[config.mk]
export PLATFORM = sky130hd
export DESIGN_NAME = fp_div_sqrt_iter_flat
export DESIGN_NICKNAME = d
export VERILOG_FILES = /design/src/rtl/fp_div_sqrt_iter_if.sv /design/src/rtl/fp_div_sqrt_iter.sv /design/src/flat_wrapper.sv
export SDC_FILE = /design/constraint.sdc
export NUM_CORES = 1
export LEC_CHECK = 0
export BUFFER_PORTS_ARGS = -buffer_cell sky130_fd_sc_hd__buf_2
export CORE_MARGIN = 1.5
export CORE_UTILIZATION = 59
export CTS_CLUSTER_DIAMETER = 100
export DETAILED_ROUTE_END_ITERATION = 8
export PLACE_DENSITY = 0.83
export RECOVER_POWER = 50
export SLEW_MARGIN = 20
export SYNTH_ARGS = -nofsm -noshare
export SYNTH_HDL_FRONTEND = slang
export SYNTH_SLANG_ARGS = --single-unit
[constraint.sdc]
create_clock -name clk -period 3.65 [get_ports clk]
set_input_delay 0.73 -clock clk [delete_from_list [all_inputs] [get_ports clk]]
set_output_delay 0.73 -clock clk [all_outputs]
set_load 0.02 [all_outputs]
[src/rtl/fp_div_sqrt_iter_if.sv]
// Request/response bundle of the iterative divide/sqrt mantissa core.
// Both channels use valid/ready: a transfer happens on a rising clk edge where valid && ready;
// the source holds valid and its payload stable until that edge, and ready may depend on valid.
interface fp_div_sqrt_iter_if #(
    parameter int TAG_WIDTH = 8
);
    logic                 req_valid;
    logic                 req_ready;
    logic                 req_is_divide;
    logic                 req_bypass;
    logic                 req_expo_odd;
    logic [23:0]          req_lhs_mant;
    logic [23:0]          req_rhs_mant;
    logic [TAG_WIDTH-1:0] req_tag;
    logic                 resp_valid;
    logic                 resp_ready;
    logic [25:0]          resp_quo;
    logic [27:0]          resp_rem;
    logic                 resp_sticky;
    logic [TAG_WIDTH-1:0] resp_tag;

    modport master (
        output req_valid, req_is_divide, req_bypass, req_expo_odd,
               req_lhs_mant, req_rhs_mant, req_tag, resp_ready,
        input  req_ready, resp_valid, resp_quo, resp_rem, resp_sticky, resp_tag
    );

    modport slave (
        input  req_valid, req_is_divide, req_bypass, req_expo_odd,
               req_lhs_mant, req_rhs_mant, req_tag, resp_ready,
        output req_ready, resp_valid, resp_quo, resp_rem, resp_sticky, resp_tag
    );
endinterface

[src/rtl/fp_div_sqrt_iter.sv]
// Restoring radix-2 divide/sqrt mantissa recurrence, one op in flight.
// Define FP_DIV_SQRT_RADIX4_EN to chain two radix-2 steps per cycle (13 iterations instead of 26).
module fp_div_sqrt_iter #(
    parameter int TAG_WIDTH = 8
) (
    input  logic               clk,
    input  logic               rst_n,
    input  logic               flush,
    fp_div_sqrt_iter_if.slave  bus,
    output logic [1:0]         dbg_state
);

`ifdef FP_DIV_SQRT_RADIX4_EN
    localparam int ITERS = 13;
`else
    localparam int ITERS = 26;
`endif
    localparam int CNT_W = 5;

    typedef enum logic [1:0] {
        IDLE = 2'd0,
        ITER = 2'd1,
        DONE = 2'd2
    } state_t;

    // quo doubles as the partial root; rad holds radicand bits not yet consumed
    typedef struct packed {
        logic [25:0] quo;
        logic [27:0] rem;
        logic [51:0] rad;
    } dp_t;

    state_t               state, state_next;
    dp_t                  dp, dp_next;
    logic [CNT_W-1:0]     counter;
    logic [23:0]          divisor;
    logic                 is_div;
    logic [TAG_WIDTH-1:0] tag_q;
    logic                 accept;
    logic                 last_step;
    logic [24:0]          sqrt_r;

    function automatic dp_t recur_step(input dp_t s, input logic div, input logic [23:0] d,
                                       input logic last);
        dp_t         n;
        logic [27:0] r;
        logic [27:0] t;
        n = s;
        if (div) begin
            if (s.rem >= {4'b0, d}) begin
                n.rem = s.rem - {4'b0, d};
                n.quo = {s.quo[24:0], 1'b1};
            end else begin
                n.quo = {s.quo[24:0], 1'b0};
            end
            // the final remainder is left unscaled
            if (!last) n.rem = {n.rem[26:0], 1'b0};
        end else begin
            r     = {s.rem[25:0], s.rad[51:50]};
            t     = {s.quo, 2'b01};
            n.rad = {s.rad[49:0], 2'b00};
            if (r >= t) begin
                n.rem = r - t;
                n.quo = {s.quo[24:0], 1'b1};
            end else begin
                n.rem = r;
                n.quo = {s.quo[24:0], 1'b0};
            end
        end
        return n;
    endfunction

    assign bus.req_ready = (state == IDLE) && !flush;
    assign accept        = bus.req_valid && bus.req_ready;
    assign last_step     = (counter == '0);
    assign sqrt_r        = bus.req_expo_odd ? {bus.req_lhs_mant, 1'b0} : {1'b0, bus.req_lhs_mant};
    assign dbg_state     = state;

    always_comb begin
        state_next = state;
        case (state)
            IDLE: if (accept) state_next = bus.req_bypass ? DONE : ITER;
            ITER: if (last_step) state_next = DONE;
            DONE: if (bus.resp_ready) state_next = IDLE;
            default: state_next = IDLE;
        endcase
        if (flush) state_next = IDLE;
    end

`ifdef FP_DIV_SQRT_RADIX4_EN
    dp_t dp_mid;
    always_comb begin
        dp_mid  = recur_step(dp, is_div, divisor, 1'b0);
        dp_next = recur_step(dp_mid, is_div, divisor, last_step);
    end
`else
    always_comb begin
        dp_next = recur_step(dp, is_div, divisor, last_step);
    end
`endif

    always_ff @(posedge clk or negedge rst_n) begin
        if (!rst_n) begin
            state <= IDLE;
        end else begin
            state <= state_next;
        end
    end

    always_ff @(posedge clk or negedge rst_n) begin
        if (!rst_n) begin
            dp      <= '0;
            counter <= '0;
            divisor <= '0;
            is_div  <= 1'b0;
            tag_q   <= '0;
        end else if (accept) begin
            counter <= CNT_W'(ITERS - 1);
            divisor <= bus.req_rhs_mant;
            is_div  <= bus.req_is_divide;
            tag_q   <= bus.req_tag;
            dp      <= '0;
            if (!bus.req_bypass) begin
                if (bus.req_is_divide) dp.rem <= {4'b0, bus.req_lhs_mant};
                else                   dp.rad <= {sqrt_r, 27'b0};
            end
        end else if (state == ITER) begin
            dp <= dp_next;
            if (!last_step) counter <= counter - 1'b1;
        end
    end

    assign bus.resp_valid  = (state == DONE);
    assign bus.resp_quo    = dp.quo;
    assign bus.resp_rem    = dp.rem;
    assign bus.resp_sticky = |dp.rem;
    assign bus.resp_tag    = tag_q;

endmodule

[src/flat_wrapper.sv]
// flat-port wrapper written by rule: the top's interface ports become plain ports
module fp_div_sqrt_iter_flat 
#(
    parameter int TAG_WIDTH = 8
)
  (clk, rst_n, flush, dbg_state, bus_req_valid, bus_req_is_divide, bus_req_bypass, bus_req_expo_odd, bus_req_lhs_mant, bus_req_rhs_mant, bus_req_tag, bus_resp_ready, bus_req_ready, bus_resp_valid, bus_resp_quo, bus_resp_rem, bus_resp_sticky, bus_resp_tag);
  fp_div_sqrt_iter_if #(.TAG_WIDTH(TAG_WIDTH)) bus_i ();
  input  logic clk;
  input  logic rst_n;
  input  logic flush;
  output logic [1:0] dbg_state;
  input wire logic [$bits(bus_i.req_valid)-1:0] bus_req_valid;
  input wire logic [$bits(bus_i.req_is_divide)-1:0] bus_req_is_divide;
  input wire logic [$bits(bus_i.req_bypass)-1:0] bus_req_bypass;
  input wire logic [$bits(bus_i.req_expo_odd)-1:0] bus_req_expo_odd;
  input wire logic [$bits(bus_i.req_lhs_mant)-1:0] bus_req_lhs_mant;
  input wire logic [$bits(bus_i.req_rhs_mant)-1:0] bus_req_rhs_mant;
  input wire logic [$bits(bus_i.req_tag)-1:0] bus_req_tag;
  input wire logic [$bits(bus_i.resp_ready)-1:0] bus_resp_ready;
  output wire logic [$bits(bus_i.req_ready)-1:0] bus_req_ready;
  output wire logic [$bits(bus_i.resp_valid)-1:0] bus_resp_valid;
  output wire logic [$bits(bus_i.resp_quo)-1:0] bus_resp_quo;
  output wire logic [$bits(bus_i.resp_rem)-1:0] bus_resp_rem;
  output wire logic [$bits(bus_i.resp_sticky)-1:0] bus_resp_sticky;
  output wire logic [$bits(bus_i.resp_tag)-1:0] bus_resp_tag;
  assign bus_i.req_valid = bus_req_valid;
  assign bus_i.req_is_divide = bus_req_is_divide;
  assign bus_i.req_bypass = bus_req_bypass;
  assign bus_i.req_expo_odd = bus_req_expo_odd;
  assign bus_i.req_lhs_mant = bus_req_lhs_mant;
  assign bus_i.req_rhs_mant = bus_req_rhs_mant;
  assign bus_i.req_tag = bus_req_tag;
  assign bus_i.resp_ready = bus_resp_ready;
  assign bus_req_ready = bus_i.req_ready;
  assign bus_resp_valid = bus_i.resp_valid;
  assign bus_resp_quo = bus_i.resp_quo;
  assign bus_resp_rem = bus_i.resp_rem;
  assign bus_resp_sticky = bus_i.resp_sticky;
  assign bus_resp_tag = bus_i.resp_tag;
  fp_div_sqrt_iter #(.TAG_WIDTH(TAG_WIDTH)) u_core (.clk(clk), .rst_n(rst_n), .flush(flush), .bus(bus_i), .dbg_state(dbg_state));
endmodule
==> results.sh, run 1 <==
export IMPL_clk_latency_ns=0.43
export IMPL_antenna_found_initial=0
export IMPL_cts_sinks=119
export IMPL_root_buffer="clkbuf_16"
export IMPL_ys_seq_elements=119
export IMPL_final_cell_area_um2=10900
export IMPL_portBuffers=130
export IMPL_vias=9395
export IMPL_avgViaCountPerCell=6.34
export IMPL_criticalPathCategory="flip-flop to flip-flop"
export IMPL_irDropWorstVdd_uv=421
export IMPL_synth_nets=1296
export IMPL_maxCapViolCount=2
export IMPL_dieArea_um2=17200
export IMPL_htree_levels=4
export IMPL_drt_initial_drc_count=872
export IMPL_globalRoute_totalOverflow=0
export IMPL_async_reset_ff_frac=1.00
export IMPL_status="finished, violations left"
export IMPL_cts_hold_buf=0
export IMPL_grt_pass1_vias=8878
export IMPL_cts_tree="done"
export IMPL_grt_pass1_wl_mm=45.3
export IMPL_seq_area_frac_synth=0.308
export IMPL_core_area_um2=15900
export IMPL_die_width_um=131
export IMPL_cp_slowest_cell="o31ai_2"
export IMPL_setup_viol=0
export IMPL_cts_resized=0
export IMPL_tns_ns=0
export IMPL_max_freq_ghz=0.290
export IMPL_final_layout_size_suffix_gt1_frac=0.177
export IMPL_avgRoutedWirePerCell_um=19.7
export IMPL_hpwlAfterDp_mm=21.6
export IMPL_violations="max-capacitance violations, max-slew violations"
export IMPL_crit_required_ns=4.01
export IMPL_ios=131
export IMPL_yosysWarnings=0
export IMPL_netlist_area_um2=9670
export IMPL_die_y_um=131
export IMPL_diodes=0
export IMPL_utilization=0.682
export IMPL_avgSynthCellArea_um2=8.21
export IMPL_grt_usage=0.345
export IMPL_crit_fanout=10
export IMPL_gp_congestion=0.969
export IMPL_final_nets=1373
export IMPL_fin_ws_ns=0.201
export IMPL_ant_nets=0
export IMPL_slowest_delay_ns=0.93
export IMPL_yosysUniqueCellTypes=80
export IMPL_firstDrtPassIters=9
export IMPL_clk_pin_slew_worst_paths_ns=0.06
export IMPL_cp_arrival_ns=3.81
export IMPL_min_path_type="flip-flop to flip-flop"
export IMPL_clk_path_buf_depth=2
export IMPL_maxSlewHeadroom=-0.673
export IMPL_slew_viol_final=89
export IMPL_postCtsSetupRepairBufs=0
export IMPL_syn_inst=1177
export IMPL_grt_max_degree=96
export IMPL_placed_area_um2=10300
export IMPL_syn_to_final_growth_pct=12.5
export IMPL_min_period_over_period=0.945
export IMPL_fill_cells=1346
export IMPL_hold_ws_ns=0.473
export IMPL_numCtsBuffers=17
export IMPL_min_period_ns=3.45
export IMPL_fp_row_count=46
export IMPL_finalHoldViolCount=0
export IMPL_power_density_nw_per_um2=1030
export IMPL_synthFlopType="dfrtp_1"
export IMPL_critPathLaunchType="flip-flop"
export IMPL_initial_core_util=0.606
export IMPL_route_detailed_drc=0
export IMPL_dp_slack_ns=0.167
export IMPL_endpoint_kind="flip-flop"
export IMPL_drt_total_wl_mm=29.2
export IMPL_cp_cell_sequence="ha_1 -> o211ai_1 -> a21oi_1 -> o21ai_0 -> a31oi_2 -> o31ai_2 -> a211oi_1 -> a311oi_1 -> a221o_1"
export IMPL_synth_edf_count=0
export IMPL_power_leakage_nw=4.98
export IMPL_worst_pin_slew_ns=2.51
export IMPL_clock_skew_ns=0.0131
export IMPL_grt_setup_unrepaired="no"
==> Yosys cell counts (6+ instances only) <==
| cell | count | area, um^2 |
|---|---|---|
| ha_1 | 54 | 676 |
| and2_1 | 10 | 62.6 |
| and4_1 | 6 | 52.6 |
| o22ai_1 | 7 | 43.8 |
| a21oi_1 | 71 | 355 |
| a222oi_1 | 11 | 110 |
| o211ai_1 | 9 | 67.6 |
| or3_1 | 6 | 37.5 |
| and3_1 | 7 | 43.8 |
| o21bai_1 | 9 | 67.6 |
| inv_1 | 71 | 267 |
| mux2_2 | 25 | 282 |
| xor2_1 | 26 | 228 |
| nand4_1 | 10 | 62.6 |
| o21ai_0 | 125 | 626 |
| nand3_1 | 61 | 305 |
| mux2i_1 | 42 | 420 |
| a21o_1 | 17 | 128 |
| a211oi_1 | 11 | 82.6 |
| buf_1 | 10 | 37.5 |
| nor3_1 | 12 | 60.1 |
| nor4_1 | 8 | 50.1 |
| nor2_1 | 64 | 240 |
| a22oi_1 | 8 | 60.1 |
| buf_2 | 10 | 50.1 |
| xnor2_1 | 21 | 184 |
| nor2b_1 | 7 | 43.8 |
| a31oi_1 | 13 | 81.3 |
| nand2_1 | 136 | 510 |
| buf_4 | 55 | 413 |
| clkbuf_1 | 37 | 139 |
| nand2b_1 | 9 | 56.3 |
| dfrtp_1 | 119 | 2980 |
==> where the power goes <==
part | total (mW) | switching (mW) | leakage (nW) | internal (mW)
Combinational | 7.55 | 4.60 | 3.14 | 2.94
Clock | 1.79 | 0.653 | 0.293 | 1.14
Sequential | 1.90 | 0.298 | 1.55 | 1.60
Total | 11.2 | 5.56 | 4.98 | 5.68
==> kinds of logic (layout without fill, tap and decap cells) <==
family,count (synthesis),count (layout),synth area share
and+or+nand+nor,356,356,0.174
AOI/OAI and AO/OA,347,348,0.233
buffers and inverters,185,274,0.0960
DFF,119,119,0.308
muxes,67,67,0.0726
adders and majority gates,55,55,0.0720
xor gates and xnor gates,48,48,0.0443
==> worst max-delay path: cells and delay by family, from the launching register on <==
family	cells	cell delay (ns)
DFF	1	0.48
adders and majority gates	1	0.41
AOI/OAI and AO/OA	8	2.52
==> cell usage in the layout, fill, tap and decap left out, types with 5 or more instances in the layout <==
cell type  instances
buf_2             99
mux2_2            25
a31oi_1           12
inv_1             71
ha_1              54
o211ai_1           9
o22ai_1            7
nand2_1          135
a222oi_1          11
xnor2_1           21
o21bai_1           9
nor2b_1            7
nand3_1           61
a21o_1            17
o21ai_1            5
a22oi_1            8
and4_1             6
a21boi_0           5
o21ai_0          125
and3_1             7
buf_4             38
nor2_1            63
nor4_1             8
clkbuf_1          35
a21oi_1           71
a211oi_1          11
nor3_1            12
mux2i_1           42
xor2_1            26
or3_1              6
and2_1             9
clkbuf_16         17
nand2b_1           8
nand4_1           10
o21a_1             5
o221ai_1           5
dfrtp_1          119
==> state kept, by name (all words and copies together), names as in the netlist, named ones only <==
signal               flops
u_core.bus.resp_quo     26
u_core.bus.resp_rem     27
u_core.bus.resp_tag      8
u_core.counter           5
u_core.dbg_state         2
u_core.divisor          24
u_core.dp               25
u_core.is_div            1
==> final cells by class <==
cell class,instances,area (um^2),share of cell area
inverter,71,267,0.0245
clock inverter,13,180,0.0166
multi-input combinational,874,5820,0.535
timing repair buffer,171,925,0.0850
sequential,119,2980,0.274
tap,216,270,0.0249
clock buffer,19,433,0.0398
==> layer usage <==
| metal | share of wire | global-route usage | vias up |
|---|---|---|---|
| li1 | - | - | 4349 |
| met1 | 0.42 | 0.448 | 4444 |
| met2 | 0.46 | 0.555 | 483 |
| met3 | 0.079 | 0.0582 | 119 |
| met4 | 0.044 | 0.176 | 0 |
| met5 | 0 | 0 | - |
==> final timing paths <==
check                                             from                      end  slack (ns)  cells after the start
worst max-delay path            u_core.bus.resp_rem[1]   u_core.bus.resp_rem[1]        0.20                      9
worst min-delay path            u_core.bus.resp_tag[2]   u_core.bus.resp_tag[2]        0.47                      2
worst max register to register  u_core.bus.resp_rem[1]   u_core.bus.resp_rem[1]        0.20                      9
worst min register to register  u_core.bus.resp_tag[2]   u_core.bus.resp_tag[2]        0.47                      2
max in group asynchronous                        rst_n  u_core.bus.resp_rem[19]        1.14                      1
min in group asynchronous                        rst_n            u_core.dp[45]        1.07                      1
==> per-stage QoR <==
| step | std cells | power, mW |
|---|---|---|
| detailed placement | 1450 | 9.12 |
| global placement | 1450 | 9.01 |
| global route | 1483 | 12.0 |
| floorplan | 1177 | 7.39 |
| CTS | 1482 | 11.0 |
| finish | 1483 | 11.2 |
No activity file was read; power rests on OpenSTA's default activity.
==> inputs of run 2 (changes only) <==
ABC_AREA = 1   (was unset)
CORE_UTILIZATION = 61   (was 59)
PLACE_DENSITY = 0.85   (was 0.83)
==> run 2 against run 1 <==
Net effect: the run ends with design-rule violations, max-capacitance violations, max-slew violations left; global-route usage rose by 3.4 points; count of clock-buffer cells in the layout decreased by 2; sequential cell count did not move; register-to-register slack improved by 0.32 ns; critical path depth grew 10; core utilization decreased by 0.53 points; sequential power up 12%; first-iteration DRC count grew 69%; die area is 13% higher; synthesized cell count increased by 60%; area after synthesis grew 18%; largest cell class unchanged; largest power group unchanged.
==> results.sh, run 2 <==
export IMPL_grt_pass1_wl_mm=57.7
export IMPL_maxCapViolCount=1
export IMPL_clk_path_buf_depth=2
export IMPL_violations="design-rule violations, max-capacitance violations, max-slew violations"
export IMPL_diodes=0
export IMPL_setup_viol=0
export IMPL_die_width_um=140
export IMPL_min_path_type="flip-flop to flip-flop"
export IMPL_min_period_over_period=0.859
export IMPL_clk_latency_ns=0.42
export IMPL_grt_setup_unrepaired="no"
export IMPL_final_layout_size_suffix_gt1_frac=0.0964
export IMPL_utilization=0.677
export IMPL_cts_hold_buf=0
export IMPL_power_leakage_nw=6.97
export IMPL_r2r_worst_path_cells=19
export IMPL_core_area_um2=18100
export IMPL_cp_cell_sequence="inv_1 -> ha_1 -> fa_1 -> inv_1 -> nand3_1 -> nand2_2 -> nand2_2 -> nand2_2 -> nand2_2 -> nand2_2 -> nand2_2 -> nand2_2 -> buf_4 -> nand3_1 -> nand2_1 -> nand2_1 -> nand3_1 -> nand2_1 -> nand2_1"
export IMPL_yosysUniqueCellTypes=44
export IMPL_irDropWorstVdd_uv=456
export IMPL_slew_viol_final=59
export IMPL_grt_max_degree=101
export IMPL_drt_total_wl_mm=36.6
export IMPL_tns_ns=0
export IMPL_reg2reg_to="u_core.bus.resp_rem[17]"
export IMPL_slowest_delay_ns=0.57
export IMPL_grt_usage=0.379
export IMPL_vias=12000
export IMPL_max_freq_ghz=0.319
export IMPL_cp_arrival_ns=3.49
export IMPL_drt_initial_drc_count=1477
export IMPL_crit_required_ns=4.01
export IMPL_worst_pin_slew_ns=1.52
export IMPL_path_delay_family="simple AND/OR/NAND/NOR gates"
export IMPL_crit_fanout=16
export IMPL_grt_pass1_vias=11000
export IMPL_netlist_area_um2=11400
export IMPL_worst_path_buf_inv=3
export IMPL_final_cell_area_um2=12300
export IMPL_globalRoute_totalOverflow=0
export IMPL_final_cells=2180
export IMPL_multi_input_area_um2=6350
export IMPL_cp_depth=19
export IMPL_min_period_ns=3.13
export IMPL_ant_nets=0
export IMPL_critPathLaunchType="flip-flop"
export IMPL_gp_congestion=1.04
export IMPL_numCtsBuffers=17
export IMPL_synthTopCellsByArea="dfrtp_1 26%, nand2_1 22%, inv_1 11%, ha_1 5.9%, o21ai_0 4.8%"
export IMPL_ios=131
export IMPL_syn_to_final_growth_pct=8.05
export IMPL_seqCellArea_um2=2980
export IMPL_fin_ws_ns=0.516
export IMPL_postCtsSetupRepairBufs=0
export IMPL_criticalPathCategory="flip-flop to flip-flop"
export IMPL_fp_row_count=49
export IMPL_whs_path_depth=2
export IMPL_crit_end="u_core.bus.resp_rem[17]"
export IMPL_hpwlAfterDp_mm=28.9
export IMPL_fill_cells=1737
export IMPL_antenna_found_initial=0
export IMPL_endpoint_kind="flip-flop"
export IMPL_final_common_cell="nand2_1"
export IMPL_hold_ws_ns=0.472
export IMPL_avgViaCountPerCell=5.52
export IMPL_avgRoutedWirePerCell_um=16.8
export IMPL_firstDrtPassIters=8
export IMPL_final_cell_mix="676 x nand2_1, 337 x inv_1, 119 x dfrtp_1, 109 x nor2_1, 109 x o21ai_0"
export IMPL_regToRegStartpoint="u_core.bus.resp_rem[0]"
export IMPL_maxSlewHeadroom=-0.0150
export IMPL_synthFlopType="dfrtp_1"
export IMPL_yosysWarnings=0
export IMPL_r2r_slack_ns=0.52
export IMPL_ys_seq_elements=119
export IMPL_synth_nets=2000
export IMPL_dp_slack_ns=0.597
export IMPL_largest_reg_flops=27
export IMPL_cts_tree="done"
export IMPL_cp_startpoint="u_core.bus.resp_rem[0]"
export IMPL_syn_inst=1881
export IMPL_dieArea_um2=19500
export IMPL_avgSynthCellArea_um2=6.04
export IMPL_cp_slowest_cell="dfrtp_1"
export IMPL_die_y_um=140
export IMPL_power_density_nw_per_um2=1010
export IMPL_route_detailed_drc=7
export IMPL_total_power_mw=12.4
export IMPL_clk_pin_slew_worst_paths_ns=0.06
export IMPL_status="finished, violations left"
export IMPL_htree_levels=4
export IMPL_finalHoldViolCount=0
export IMPL_yosysMostFrequentCell="nand2_1"
export IMPL_seq_area_frac_synth=0.262
export IMPL_async_reset_ff_frac=1.00
export IMPL_cts_sinks=119
export IMPL_root_buffer="clkbuf_16"
export IMPL_yosys_area_top_type="dfrtp_1"
export IMPL_placed_area_um2=11700
export IMPL_cts_resized=0
export IMPL_clock_skew_ns=0.00835
export IMPL_synth_common_cells="676 x nand2_1, 337 x inv_1, 119 x dfrtp_1, 111 x nor2_1, 109 x o21ai_0"
export IMPL_placed_cells=2149
export IMPL_synth_edf_count=0
export IMPL_portBuffers=130
export IMPL_initial_core_util=0.626
export IMPL_final_nets=2058
export IMPL_path_common_cell="nand2_2"
export IMPL_netlist_area_leader_share=0.262
==> run 2: cell type report <==
class / count / share of cell area
Clock buffer: 17 / 0.0346
Sequential cell: 119 / 0.242
Clock inverter: 14 / 0.0142
Inverter: 345 / 0.106
Multi-Input combinational cell: 1304 / 0.517
Tap cell: 229 / 0.0233
Timing Repair Buffer: 152 / 0.0625
==> run 2: kinds of logic (layout without fill, tap and decap cells) <==
kind of cell    after synthesis  after routing  share of synthesized area
compound gates              238            238                      0.116
xor+xnor                     20             20                     0.0154
fa+ha+maj                    55             55                     0.0612
buf+inv                     458            528                      0.180
flops                       119            119                      0.262
simple gates                991            991                      0.365
==> run 2: power by group <==
part,switching [mW],internal (mW)
logic,5.77,2.69
clock network,0.710,1.08
registers,0.419,1.71
total,6.90,5.48
==> run 2: worst min-delay path by stage <==
stage                                       from                      to  slack [ns]
final                     u_core.bus.resp_tag[4]  u_core.bus.resp_tag[4]        0.47
after global routing      u_core.bus.resp_tag[6]  u_core.bus.resp_tag[6]        0.50
after CTS                                  rst_n       u_core.divisor[8]        0.41
after detailed placement  u_core.bus.resp_tag[4]  u_core.bus.resp_tag[4]        0.46
after global placement    u_core.bus.resp_tag[2]  u_core.bus.resp_tag[2]        0.45
after floorplan                            rst_n               async pin        0.43
==> run 2: worst register-to-register path, delay by kind of cell, from the launching register on <==
family / cells / cell delay (ns)
adders and majority gates: 2 / 0.60
buffers and inverters: 3 / 0.51
DFF: 1 / 0.57
and+or+nand+nor: 14 / 1.40
==> run 2: metal layers <==
layer | global-route usage | up-vias | share of wire
li1 | - | 5953 | -
met1 | 0.523 | 5416 | 0.44
met2 | 0.596 | 571 | 0.43
met3 | 0.0599 | 89 | 0.091
met4 | 0.148 | 0 | 0.036
met5 | 0 | - | 0
==> inputs of run 3 (changes only) <==
CORE_UTILIZATION = 55   (was 61)
PLACE_DENSITY = 0.81   (was 0.85)
REMOVE_ABC_BUFFERS = 1   (was unset)
clock period = 2.88 ns   (was 3.65 ns; I/O delays follow)
==> run 3 against run 2 <==
Net effect: the run now ends clean; core utilization decreased by 5.9 points; clock skew increased by 0.0063 ns; setup slack got worse by 0.49 ns; non-clock buffer count increased by 18; final area increased by 1.9%; clock power increased by 26%; sequential share of layout area decreased by 0.42 points; sequential power increased by 26%; critical path type is now flip-flop to output port; highest routed layer unchanged.
==> results.sh, run 3 (synthesis gave the netlist of run 2 again) <==
export IMPL_antenna_found_initial=0
export IMPL_min_period_ns=2.85
export IMPL_crit_fanout=4
export IMPL_p_int_mw=7.11
export IMPL_placed_cells=2205
export IMPL_final_cell_mix="676 x nand2_1, 336 x inv_1, 117 x dfrtp_1, 109 x nor2_1, 109 x o21ai_0"
export IMPL_ant_nets=0
export IMPL_die_width_um=147
export IMPL_cts_sinks=119
export IMPL_hpwlAfterDp_mm=28.9
export IMPL_reg2reg_to="u_core.bus.resp_rem[5]"
export IMPL_clock_skew_ns=0.0146
export IMPL_portBuffers=130
export IMPL_avgViaCountPerCell=5.37
export IMPL_clk_pin_slew_worst_paths_ns=0.06
export IMPL_firstDrtPassIters=5
export IMPL_whs_path_depth=3
export IMPL_die_y_um=147
export IMPL_numCtsBuffers=17
export IMPL_criticalPathCategory="flip-flop to output port"
export IMPL_fill_cells=2008
export IMPL_endpoint_kind="output port"
export IMPL_diodes=0
export IMPL_final_common_cell="nand2_1"
export IMPL_finalHoldViolCount=0
export IMPL_final_cell_area_um2=12500
export IMPL_core_area_um2=20200
export IMPL_placed_area_um2=11900
export IMPL_grt_usage=0.338
export IMPL_largest_reg_flops=27
export IMPL_switching_share=0.553
export IMPL_maxCapViolCount=0
export IMPL_grt_max_degree=70
export IMPL_hold_start="bus_req_tag[2]"
export IMPL_final_nets=2076
export IMPL_ios=131
export IMPL_setup_viol=0
export IMPL_maxSlewHeadroom=0.109
export IMPL_regToRegStartpoint="u_core.bus.resp_rem[16]"
export IMPL_irDropWorstVdd_uv=629
export IMPL_total_power_mw=15.9
export IMPL_critPathLaunchType="flip-flop"
export IMPL_power_density_nw_per_um2=1270
export IMPL_drt_total_wl_mm=36.6
export IMPL_min_period_over_period=0.990
export IMPL_clock_power_share=0.141
export IMPL_worst_pin_slew_ns=1.34
export IMPL_dieArea_um2=21500
export IMPL_slew_viol_final=0
export IMPL_r2r_slack_ns=0.19
export IMPL_vias=12000
export IMPL_clk_path_buf_depth=2
export IMPL_slowest_delay_ns=0.50
export IMPL_min_to="u_core.bus.resp_tag[2]"
export IMPL_initial_core_util=0.562
export IMPL_p_switching_mw=8.80
export IMPL_clk_latency_ns=0.44
export IMPL_power_leakage_nw=7.08
export IMPL_combPwrFrac=0.690
export IMPL_multi_input_area_um2=6350
export IMPL_crit_required_ns=2.30
export IMPL_avgRoutedWirePerCell_um=16.3
export IMPL_cp_arrival_ns=2.27
export IMPL_final_cells=2240
export IMPL_status="finished clean"
export IMPL_grt_pass1_wl_mm=56.6
export IMPL_fp_row_count=52
export IMPL_grt_pass1_vias=10900
export IMPL_min_path_type="input pin to flip-flop"
export IMPL_syn_to_final_growth_pct=10.0
export IMPL_htree_levels=4
export IMPL_cp_cell_sequence="buf_4 -> inv_1 -> nand4_1 -> nor4_1 -> nand4_1 -> buf_2"
export IMPL_cts_tree="done"
export IMPL_grt_setup_unrepaired="no"
export IMPL_final_layout_size_suffix_gt1_frac=0.107
export IMPL_cp_slowest_cell="dfrtp_1"
export IMPL_p_seq_frac=0.168
export IMPL_drt_initial_drc_count=1118
export IMPL_r2r_worst_path_cells=14
export IMPL_path_common_cell="nand4_1"
export IMPL_gp_congestion=0.981
export IMPL_globalRoute_totalOverflow=0
export IMPL_seqCellArea_um2=2980
export IMPL_max_freq_ghz=0.351
export IMPL_route_detailed_drc=0
export IMPL_root_buffer="clkbuf_16"
export IMPL_hold_ws_ns=0.341
-- run 3: changes by cell type in the layout (fill, tap and decap cells not counted), moves of 2 or more --
cell | before | now
dfrtp_1 | 119 | 117
dfrtp_2 | 0 | 2
clkinvlp_4 | 4 | 2
inv_6 | 4 | 6
buf_12 | 0 | 2
buf_4 | 20 | 33
-- run 3: how the worst max path moves through the flow --
stage	startpoint	to	slack (ns)	depth (start not counted)
2_1_floorplan	flush	u_core.dp[50]	-3.27	9
3_3_place_gp	u_core.bus.resp_rem[1]	u_core.bus.resp_rem[24]	0.20	14
3_5_place_dp	u_core.bus.resp_rem[0]	u_core.bus.resp_rem[5]	0.10	19
4_1_cts	u_core.bus.resp_rem[0]	u_core.bus.resp_rem[5]	0.07	19
5_1_grt	u_core.bus.resp_rem[7]	u_core.bus.resp_rem[0]	0.03	15
6_report	u_core.bus.resp_rem[18]	bus_resp_sticky	0.03	6
-- run 3: area by class of cell --
| type | count | area share |
|---|---|---|
| Tap cell | 270 | 0.0270 |
| Multi-Input combinational cell | 1304 | 0.508 |
| Sequential cell | 119 | 0.238 |
| Inverter | 345 | 0.104 |
| Clock buffer | 17 | 0.0340 |
| Clock inverter | 15 | 0.0133 |
| Timing Repair Buffer | 170 | 0.0759 |
-- run 3: repair_timing --
item / CTS / global route
buffers inserted: 0 / 2
endpoints found under the setup margin: 0 / 28
hold buffers: 0 / 0
resized for setup: 0 / 4
-- run 3: per-stage QoR --
| step | TNS (ns) | setup slack, ns | utilization |
|---|---|---|---|
| final | 0 | 0.0291 | 0.618 |
| after floorplan | -254.25 | -3.27 | - |
| after CTS | 0 | 0.0727 | 0.619 |
| after detailed placement | 0 | 0.104 | 0.590 |
| after global routing | 0 | 0.0274 | 0.618 |
| after global placement | 0 | 0.197 | 0.590 |
-- run 3: power groups by stage --
stage / Sequential, mW / Clock, mW / Combinational (mW)
floorplan: 2.75 / 0 / 7.45
global placement: 2.68 / 0 / 10.5
detailed placement: 2.69 / 0 / 10.6
CTS: 2.66 / 2.26 / 10.7
global route: 2.71 / 2.33 / 12.3
finish: 2.68 / 2.25 / 11.0
-- run 3: layer usage --
metal	global-route usage	routed length, um	up-vias	share of wire
li1	-	-	6002	-
met1	0.457	16100	5439	0.44
met2	0.540	16300	503	0.44
met3	0.0599	2980	92	0.081
met4	0.127	1280	0	0.035
met5	0	0	-	0
-- run 3: worst max-delay path, delay by kind of cell, from the launching register on --
| family | cells | cell delay (ns) |
|---|---|---|
| DFF | 1 | 0.50 |
| buffers and inverters | 3 | 0.51 |
| and+or+nand+nor | 3 | 0.85 |
